===== src/rtl/sys_axi_master.sv =====
// sys_axi_master: bridges a single-outstanding system bus onto AXI3.
// Each request becomes one single-beat AXI transfer. A response watchdog
// acks with an error if the slave does not answer in time, and DRAIN then
// absorbs the late AXI traffic without acking it.
module sys_axi_master #(
    parameter int AW  = 32,
    parameter int DW  = 32,
    parameter int IW  = 12,
    parameter int TMO = 255
) (
    input  logic            clk,
    input  logic            rstn,
    // system bus request
    input  logic [AW-1:0]   sys_addr,
    input  logic [DW-1:0]   sys_wdata,
    input  logic [DW/8-1:0] sys_sel,
    input  logic            sys_wen,
    input  logic            sys_ren,
    // system bus response
    output logic [DW-1:0]   sys_rdata,
    output logic            sys_ack,
    output logic            sys_err,
    // AXI write address
    output logic [IW-1:0]   AWID,
    output logic [AW-1:0]   AWADDR,
    output logic [3:0]      AWLEN,
    output logic [2:0]      AWSIZE,
    output logic [1:0]      AWBURST,
    output logic            AWVALID,
    input  logic            AWREADY,
    // AXI write data
    output logic [IW-1:0]   WID,
    output logic [DW-1:0]   WDATA,
    output logic [DW/8-1:0] WSTRB,
    output logic            WLAST,
    output logic            WVALID,
    input  logic            WREADY,
    // AXI write response
    input  logic [IW-1:0]   BID,
    input  logic [1:0]      BRESP,
    input  logic            BVALID,
    output logic            BREADY,
    // AXI read address
    output logic [IW-1:0]   ARID,
    output logic [AW-1:0]   ARADDR,
    output logic [3:0]      ARLEN,
    output logic [2:0]      ARSIZE,
    output logic [1:0]      ARBURST,
    output logic            ARVALID,
    input  logic            ARREADY,
    // AXI read data
    input  logic [IW-1:0]   RID,
    input  logic [DW-1:0]   RDATA,
    input  logic [1:0]      RRESP,
    input  logic            RLAST,
    input  logic            RVALID,
    output logic            RREADY
);

    localparam int            SW        = DW / 8;
    localparam int            CW        = $clog2(TMO + 1);
    localparam logic [2:0]    BEAT_SIZE = 3'($clog2(SW));
    localparam logic [1:0]    BURST_INC = 2'b01;
    // The watchdog fires in cycle TMO-1 after the request (r_cnt counts from
    // 0 in the first non-IDLE cycle), so the error ack lands in cycle TMO.
    localparam logic [CW-1:0] TMO_LAST  = CW'(TMO - 2);

    typedef enum logic [2:0] {
        S_IDLE,
        S_WRITE,
        S_WRESP,
        S_READ,
        S_RRESP,
        S_DRAIN
    } state_t;

    state_t          r_state;
    logic [AW-1:0]   r_addr;
    logic [DW-1:0]   r_wdata;
    logic [SW-1:0]   r_sel;
    logic            r_awvalid;
    logic            r_wvalid;
    logic            r_arvalid;
    logic            r_bready;
    logic            r_rready;
    logic            r_ack;
    logic            r_err;
    logic [DW-1:0]   r_rdata;
    logic [CW-1:0]   r_cnt;
    logic            r_resp_seen;

    logic            w_aw_hs;
    logic            w_w_hs;
    logic            w_ar_hs;
    logic            w_aw_left;
    logic            w_w_left;
    logic            w_ar_left;
    logic            w_b_hs;
    logic            w_r_hs;
    logic            w_tmo;
    logic            w_unused;

    // Handshake and "still pending after this cycle" terms
    assign w_aw_hs   = r_awvalid & AWREADY;
    assign w_w_hs    = r_wvalid  & WREADY;
    assign w_ar_hs   = r_arvalid & ARREADY;
    assign w_aw_left = r_awvalid & ~AWREADY;
    assign w_w_left  = r_wvalid  & ~WREADY;
    assign w_ar_left = r_arvalid & ~ARREADY;
    assign w_b_hs    = r_bready  & BVALID;
    assign w_r_hs    = r_rready  & RVALID;
    assign w_tmo     = (r_cnt == TMO_LAST);

    // IDs and RLAST carry no information for single-beat, ID-0 traffic
    assign w_unused  = ^{BID, RID, RLAST};

    // Main controller: state, registered AXI/system outputs, watchdog
    always_ff @(posedge clk or negedge rstn) begin
        if (!rstn) begin
            r_state     <= S_IDLE;
            r_addr      <= '0;
            r_wdata     <= '0;
            r_sel       <= '0;
            r_awvalid   <= 1'b0;
            r_wvalid    <= 1'b0;
            r_arvalid   <= 1'b0;
            r_bready    <= 1'b0;
            r_rready    <= 1'b0;
            r_ack       <= 1'b0;
            r_err       <= 1'b0;
            r_rdata     <= '0;
            r_cnt       <= '0;
            r_resp_seen <= 1'b0;
        end else begin
            r_ack <= 1'b0;
            r_err <= 1'b0;

            // each VALID drops on its own handshake, whatever the state
            if (w_aw_hs) r_awvalid <= 1'b0;
            if (w_w_hs)  r_wvalid  <= 1'b0;
            if (w_ar_hs) r_arvalid <= 1'b0;

            if (r_state != S_IDLE) r_cnt <= r_cnt + CW'(1);

            case (r_state)
                S_IDLE: begin
                    if (sys_wen) begin
                        r_addr    <= sys_addr;
                        r_wdata   <= sys_wdata;
                        r_sel     <= sys_sel;
                        r_awvalid <= 1'b1;
                        r_wvalid  <= 1'b1;
                        r_cnt     <= '0;
                        r_state   <= S_WRITE;
                    end else if (sys_ren) begin
                        r_addr    <= sys_addr;
                        r_arvalid <= 1'b1;
                        r_cnt     <= '0;
                        r_state   <= S_READ;
                    end
                end

                S_WRITE: begin
                    if (!w_aw_left && !w_w_left) begin
                        r_bready <= 1'b1;
                        r_state  <= S_WRESP;
                    end else if (w_tmo) begin
                        r_ack       <= 1'b1;
                        r_err       <= 1'b1;
                        r_bready    <= 1'b1;
                        r_resp_seen <= 1'b0;
                        r_state     <= S_DRAIN;
                    end
                end

                S_WRESP: begin
                    if (BVALID) begin
                        r_bready <= 1'b0;
                        r_ack    <= 1'b1;
                        r_err    <= (BRESP != 2'b00);
                        r_state  <= S_IDLE;
                    end else if (w_tmo) begin
                        r_ack       <= 1'b1;
                        r_err       <= 1'b1;
                        r_resp_seen <= 1'b0;
                        r_state     <= S_DRAIN;
                    end
                end

                S_READ: begin
                    if (ARREADY) begin
                        r_rready <= 1'b1;
                        r_state  <= S_RRESP;
                    end else if (w_tmo) begin
                        r_ack       <= 1'b1;
                        r_err       <= 1'b1;
                        r_rready    <= 1'b1;
                        r_resp_seen <= 1'b0;
                        r_state     <= S_DRAIN;
                    end
                end

                S_RRESP: begin
                    if (RVALID) begin
                        r_rdata  <= RDATA;
                        r_rready <= 1'b0;
                        r_ack    <= 1'b1;
                        r_err    <= (RRESP != 2'b00);
                        r_state  <= S_IDLE;
                    end else if (w_tmo) begin
                        r_ack       <= 1'b1;
                        r_err       <= 1'b1;
                        r_resp_seen <= 1'b0;
                        r_state     <= S_DRAIN;
                    end
                end

                S_DRAIN: begin
                    // late response is accepted and thrown away
                    if (w_b_hs || w_r_hs) begin
                        r_resp_seen <= 1'b1;
                        r_bready    <= 1'b0;
                        r_rready    <= 1'b0;
                    end
                    if ((r_resp_seen || w_b_hs || w_r_hs) &&
                        !w_aw_left && !w_w_left && !w_ar_left) begin
                        r_resp_seen <= 1'b0;
                        r_bready    <= 1'b0;
                        r_rready    <= 1'b0;
                        r_state     <= S_IDLE;
                    end
                end

                default: r_state <= S_IDLE;
            endcase
        end
    end

    assign sys_rdata = r_rdata;
    assign sys_ack   = r_ack;
    assign sys_err   = r_err;

    assign AWID      = '0;
    assign AWADDR    = r_addr;
    assign AWLEN     = 4'd0;
    assign AWSIZE    = BEAT_SIZE;
    assign AWBURST   = BURST_INC;
    assign AWVALID   = r_awvalid;

    assign WID       = '0;
    assign WDATA     = r_wdata;
    assign WSTRB     = r_sel;
    assign WLAST     = 1'b1;
    assign WVALID    = r_wvalid;

    assign BREADY    = r_bready;

    assign ARID      = '0;
    assign ARADDR    = r_addr;
    assign ARLEN     = 4'd0;
    assign ARSIZE    = BEAT_SIZE;
    assign ARBURST   = BURST_INC;
    assign ARVALID   = r_arvalid;

    assign RREADY    = r_rready;

endmodule


===== config.mk =====
export PLATFORM = sky130hd
export DESIGN_NAME = sys_axi_master
export DESIGN_NICKNAME = d
export VERILOG_FILES = /design/src/rtl/sys_axi_master.sv
export SDC_FILE = /design/constraint.sdc
export NUM_CORES = 1
export LEC_CHECK = 0
export CAP_MARGIN = 20
export CELL_PAD_IN_SITES_DETAIL_PLACEMENT = 0
export CELL_PAD_IN_SITES_GLOBAL_PLACEMENT = 2
export CORE_MARGIN = 1
export CORE_UTILIZATION = 23
export CTS_BUF_LIST = sky130_fd_sc_hd__clkbuf_4 sky130_fd_sc_hd__clkbuf_8
export DETAILED_ROUTE_END_ITERATION = 8
export GPL_TIMING_DRIVEN = 0
export PLACE_DENSITY = 0.95
export SKIP_LAST_GASP = 1
export SLEW_MARGIN = 20
export SYNTH_ARGS = -nofsm -noshare
export SYNTH_HDL_FRONTEND = slang
export SYNTH_SLANG_ARGS = --single-unit

===== constraint.sdc =====
create_clock -name clk -period 2.6 [get_ports clk]
set_input_delay 0.52 -clock clk [delete_from_list [all_inputs] [get_ports clk]]
set_output_delay 0.52 -clock clk [all_outputs]
set_load 0.01 [all_outputs]

# Word-level counts from Yosys, hierarchy flattened
# Cells that the tools add are included.
[totals]
inputBits = 138
regBits = 119
[op_classes]
muxes = 51
bitwise_logic = 11
n_eq_ne = 17
reduce_logical = 25
addsub = 1
[ops]
columns = ["cell", "n"]
rows = [
  ["2-to-1 mux 32 bit", 2],
  ["2-to-1 mux 8 bit", 4],
  ["2-to-1 mux 1 bit", 31],
  ["2-to-1 mux 3 bit", 8],
  ["case mux 3 bit (6 select lines)", 1],
  ["inequality test 2 bit, second input constant", 7],
  ["inequality test 3 bit, second input constant", 4],
  ["nonzero test 3 bit", 3],
  ["adder 8 x 1 -> 8 bit, second input constant", 1],
  ["bitwise AND 1 bit", 8],
  ["== test 8 bit, second input constant", 1],
  ["case mux 1 bit (4 select lines)", 2],
  ["AND reduction 2 bit", 4],
  ["AND reduction 4 bit", 2],
  ["== test 3 x 2 -> 1 bit, second input constant", 2],
  ["== test 3 bit, second input constant", 2],
  ["case mux 1 bit (3 select lines)", 2],
  ["AND reduction 6 bit", 1],
  ["nonzero test 2 bit", 3],
  ["case mux 1 bit (5 select lines)", 1],
  ["nonzero test 5 bit", 1],
  ["logical AND 1 bit", 4],
  ["== test 3 x 1 -> 1 bit, second input constant", 1],
  ["zero test 1 bit", 3],
  ["other kinds (3)", 7],
]

# Logic depth before layout (Yosys ltp)
[depth]
ltp_word = 8
mapped_depth = 7
ltp_nobuf = 7

# Worst setup path before layout
# Ideal clock, no wire load.
[synth_timing]
path_type = "input-to-reg"
start = "in ARREADY"
end = "reg r_resp_seen"
path_stages = 5
setup_slack_ns = 0.884
arrival_time_ns = 1.583
t_required_ns = 2.468
path_cell_list = "mux2_1 > and3_1 > a311o_1 > o31ai_1 > o31ai_1"
[synth_between]
elab_chain_len = 6
elab_cells_between_ends = 9
cone_classes = "2 x eq/ne; 2 x mux; 2 x bitwise; 3 x reduce/logical"
[synth_rtl]
columns = ["item", "line", "rtl"]
rows = [
  ["from (decl)", "50", "input logic ARREADY,"],
  ["inverter 1 bit", "109", "assign w_ar_left = r_arvalid & ~ARREADY;"],
  ["bitwise AND 1 bit", "109", ""],
  ["zero test 1 bit", "226", "!w_aw_left && !w_w_left && !w_ar_left) begin"],
  ["logical AND 1 bit", "226", ""],
  ["inequality test 3 bit (no source line) / 2-to-1 mux 1 bit (equally long branches)", "--", ""],
  ["AND reduction 6 bit (no source line) / case mux 1 bit (5 select lines) (equally long branches)", "--", ""],
  ["to (signal assigned)", "213", "r_resp_seen <= 1'b0;"],
  ["to (signal assigned)", "221", "r_resp_seen <= 1'b1;"],
  ["to (signal assigned)", "227", "r_resp_seen <= 1'b0;"],
  ["to (decl)", "90", "logic r_resp_seen;"],
]
# Parallel ways exist; a longest one is shown, timed or not.
# A chain may end at the register's enable or synchronous reset.

# Worst setup path in the final report
[layout_timing]
start = "reg r_state[0]"
end = "reg r_addr[2] (netlist: ARADDR[2])"
[layout_between]
elab_chain_len = 2
[layout_rtl]
columns = ["item", "line", "rtl"]
rows = [
  ["from (decl)", "77", "state_t r_state;"],
  ["from (signal assigned)", "120", "r_state <= S_IDLE;"],
  ["from (signal assigned)", "154", "r_state <= S_WRITE;"],
  ["from (signal assigned)", "159", "r_state <= S_READ;"],
  ["zero test 3 bit", "145", "case (r_state)"],
  ["AND reduction 2 bit (no source line)", "--", ""],
  ["to (signal assigned)", "148", "r_addr <= sys_addr;"],
  ["to (signal assigned)", "156", "r_addr <= sys_addr;"],
  ["to (decl)", "78", "logic [AW-1:0] r_addr;"],
]
# No other way between the ends.

==> impl_metrics.csv <==
group,metric,value,unit
final_layout,antenna_cells,0,
final_layout,nFillCells,2400,
final_layout,stdcell_area,0.00904,mm2
die,initial_core_util,23.5,%
sta,layout_min_cycle_time,2.11,ns
yosys,netlist_area,0.00553,mm2
drt,antenna_left,0,
yosys,synth_edf_count,0,
final_layout,nets,1039,
clocking,cts.sink_count,119,
final_layout,drive_above_1_share,17.6,%
pwr,vdd_drop_max,0.000350,V
worst_setup_path,worst-endpoint-arrival,2.42,ns
global_routing,grt_max_degree,68,
sta,hold_ws,0.470,ns
placed_design,placed_cell_area,0.00868,mm2
sta,post-route-period-util,81.2,%
final_layout,mostFrequentLayoutCell,"clkdlybuf4s50_1",
worst_hold_path,hp-class,"register to register",
die,die_area,0.0247,mm2
pwr,power.density,1060,mW/mm2
die,num_io_pins,332,
sta,max_freq,474,MHz
final_layout,area_growth,63.4,%
sta,worstMarginPinSlew,0.588,ns
sta,drv_slew,0,
die,die_w,157,um
yosys,synth-seq-cells,119,
drt,routed_wl,15.8,mm
clocking,cts_max_level,4,
clocking,post_cts_buffers,0,
sta,max-slew-margin-rel,60.5,%
sta,rsz0062_at_grt,"no",
drt,drtIter0Drc,180,
drt,drt-wirelength-per-cell,12.8,um
worst_setup_path,path_max_fanout,10,
final_layout,final_cell_mix,"clkdlybuf4s50_1, nand2_1, dfrtp_1, buf_4, conb_1",
die,rows,56,
clocking,max-clock-path-buffers,2,
yosys,async_reset_ff_share,100,%
yosys,synthDistinctLibCells,44,
sta,finClkSkew,0.0128,ns
placed_design,gp_congestion,0.774,
placed_design,io_buffers,251,
run_status,status,"finished, final reports clean",
clocking,tritoncts,"yes",
die,fp.dieH,157,um
clocking,clock_latency,0.43,ns
placed_design,dp_hpwl,11.9,mm
worst_setup_path,worstPathRequired,2.91,ns
worst_setup_path,cp-end-kind,"register",
yosys,ys_seq_area_share,53.8,%
clocking,cts.clk_slew.worst_paths,0.08,ns
drt,viasPerCell,3.88,
yosys,ys.flop_type,"dfrtp_1",
job,cap_violations,0,
clocking,cts_root_buffer,"clkbuf_8",
global_routing,antenna_found_initial,0,
sta,final-hold-violation-count,0,
drt,drcViolationCount,0,
clocking,cts_buffers,17,
yosys,synth_cells,574,
yosys,yosysWarnings,0,
drt,drtPass1Iterations,4,
global_routing,track_usage,12.8,%
worst_setup_path,criticalPathCategory,"register to register",
global_routing,grt_pass1_vias,4703,
yosys,syn-mean-instance-area,9.64,um2
worst_setup_path,worst_setup_path_start_kind,"register",
die,core-area,0.0235,mm2
sta,setup_viol_count_final,0,
global_routing,overflow,0,
drt,dr_total_vias,4768,
pwr,p_leak,4.35,nW
global_routing,grt_pass1_wl,24.3,mm
registers in the layout, summed over array words and instances (netlist names), 3 cells and up:
| register | count |
|---|---|
| ARADDR | 32 |
| WDATA | 32 |
| WSTRB | 4 |
| r_cnt | 8 |
| r_state | 3 |
| sys_rdata | 32 |
through the flow:
step / cells / power (mW) / utilization (%) / setup TNS (ns) / worst slack (ns)
2_1_floorplan: 627 / 5.41 / - / 0 / 0.884
3_3_place_gp: 1197 / 8.06 / 36.7 / -487.67 / -4.12
3_5_place_dp: 1198 / 8.14 / 36.9 / 0 / 0.185
4_1_cts: 1230 / 9.81 / 38.4 / 0 / 0.383
5_1_grt: 1230 / 10.4 / 38.4 / 0 / 0.242
6_report: 1230 / 9.61 / 38.4 / 0 / 0.489
path summary, 6_finish.rpt:
path                       startpoint   endpoint  slack (ns)  depth (start not counted)
max in group asynchronous        rstn  WDATA[27]        1.28                          3
min in group asynchronous        rstn  ARADDR[3]        0.62                          2
setup reg to reg           r_state[0]  ARADDR[2]        0.49                          6
hold reg to reg             WDATA[14]  WDATA[14]        0.47                          2
hold / removal              WDATA[14]  WDATA[14]        0.47                          2
setup / recovery           r_state[0]  ARADDR[2]        0.49                          6
where the power goes:
group	leakage, nW	internal (mW)	total (mW)	switching (mW)
Clock	0.186	0.810	1.58	0.766
Sequential	1.52	2.66	3.16	0.502
Combinational	2.65	2.77	4.86	2.10
Total	4.35	6.24	9.61	3.37
Yosys cell counts, types with 2 or more instances:
cell type | instances | area, um2
conb_1 | 2 | 7.51
o31ai_1 | 6 | 45.0
dfrtp_1 | 119 | 2980
buf_2 | 9 | 45.0
ha_1 | 2 | 25.0
mux2_1 | 16 | 180
nand3_1 | 4 | 20.0
o21ai_1 | 2 | 10.0
nand2b_1 | 4 | 25.0
clkbuf_1 | 8 | 30.0
and3_1 | 2 | 12.5
nand2_1 | 218 | 818
buf_4 | 92 | 691
o21ai_0 | 11 | 55.1
mux2_2 | 19 | 214
nor2b_1 | 2 | 12.5
a21oi_1 | 7 | 35.0
nand4_1 | 3 | 18.8
inv_1 | 2 | 7.51
nor2_2 | 2 | 12.5
nor2_1 | 12 | 45.0
nor3_1 | 6 | 30.0
o211ai_1 | 5 | 37.5
what timing repair did:
item                                    CTS  global route
endpoints found under the hold margin    29             0
gates resized for setup                   0             0
hold buffers                              1             0
endpoints found under the setup margin    0             0
logic make-up after synthesis:
| logic type | Yosys count | synth area share (%) |
|---|---|---|
| buffers and inverters | 112 | 14.2 |
| other | 2 | 0.136 |
| adder cells (fa/ha/maj) | 2 | 0.452 |
| flip-flops | 119 | 53.8 |
| AO/OA/AOI/OAI | 42 | 5.04 |
| XOR/XNOR | 2 | 0.317 |
| AND/OR/NAND/NOR | 260 | 18.9 |
| multiplexers | 35 | 7.12 |
routing by layer:
| metal | GRT usage [%] | up-vias | routed length [um] |
|---|---|---|---|
| li1 | - | 2364 | - |
| met1 | 15.0 | 2181 | 6560 |
| met2 | 21.1 | 215 | 7330 |
| met3 | 5.48 | 8 | 1770 |
| met4 | 4.02 | 0 | 132 |
| met5 | 0 | - | 0 |
area by class of cell:
type,count,area [um2],area share [%]
plain buffers,110,777,8.59
multi-input cells,396,1970,21.8
clock buffers,22,278,3.07
flip-flops and latches,119,2980,32.9
clock inverters,9,78.8,0.872
inverters,2,7.51,0.0830
repair buffers,253,2550,28.3
well taps,319,399,4.41
worst max-delay path, cell delays in order (launching register included):
cell and delay, ns:
dfrtp_1 0.42, buf_4 0.19, nor3_2 0.48, o21ai_1 0.37, clkbuf_1 0.33, nand2_1 0.13
nand2_1 0.06
Note: power is estimated with default switching activity, not from simulation.
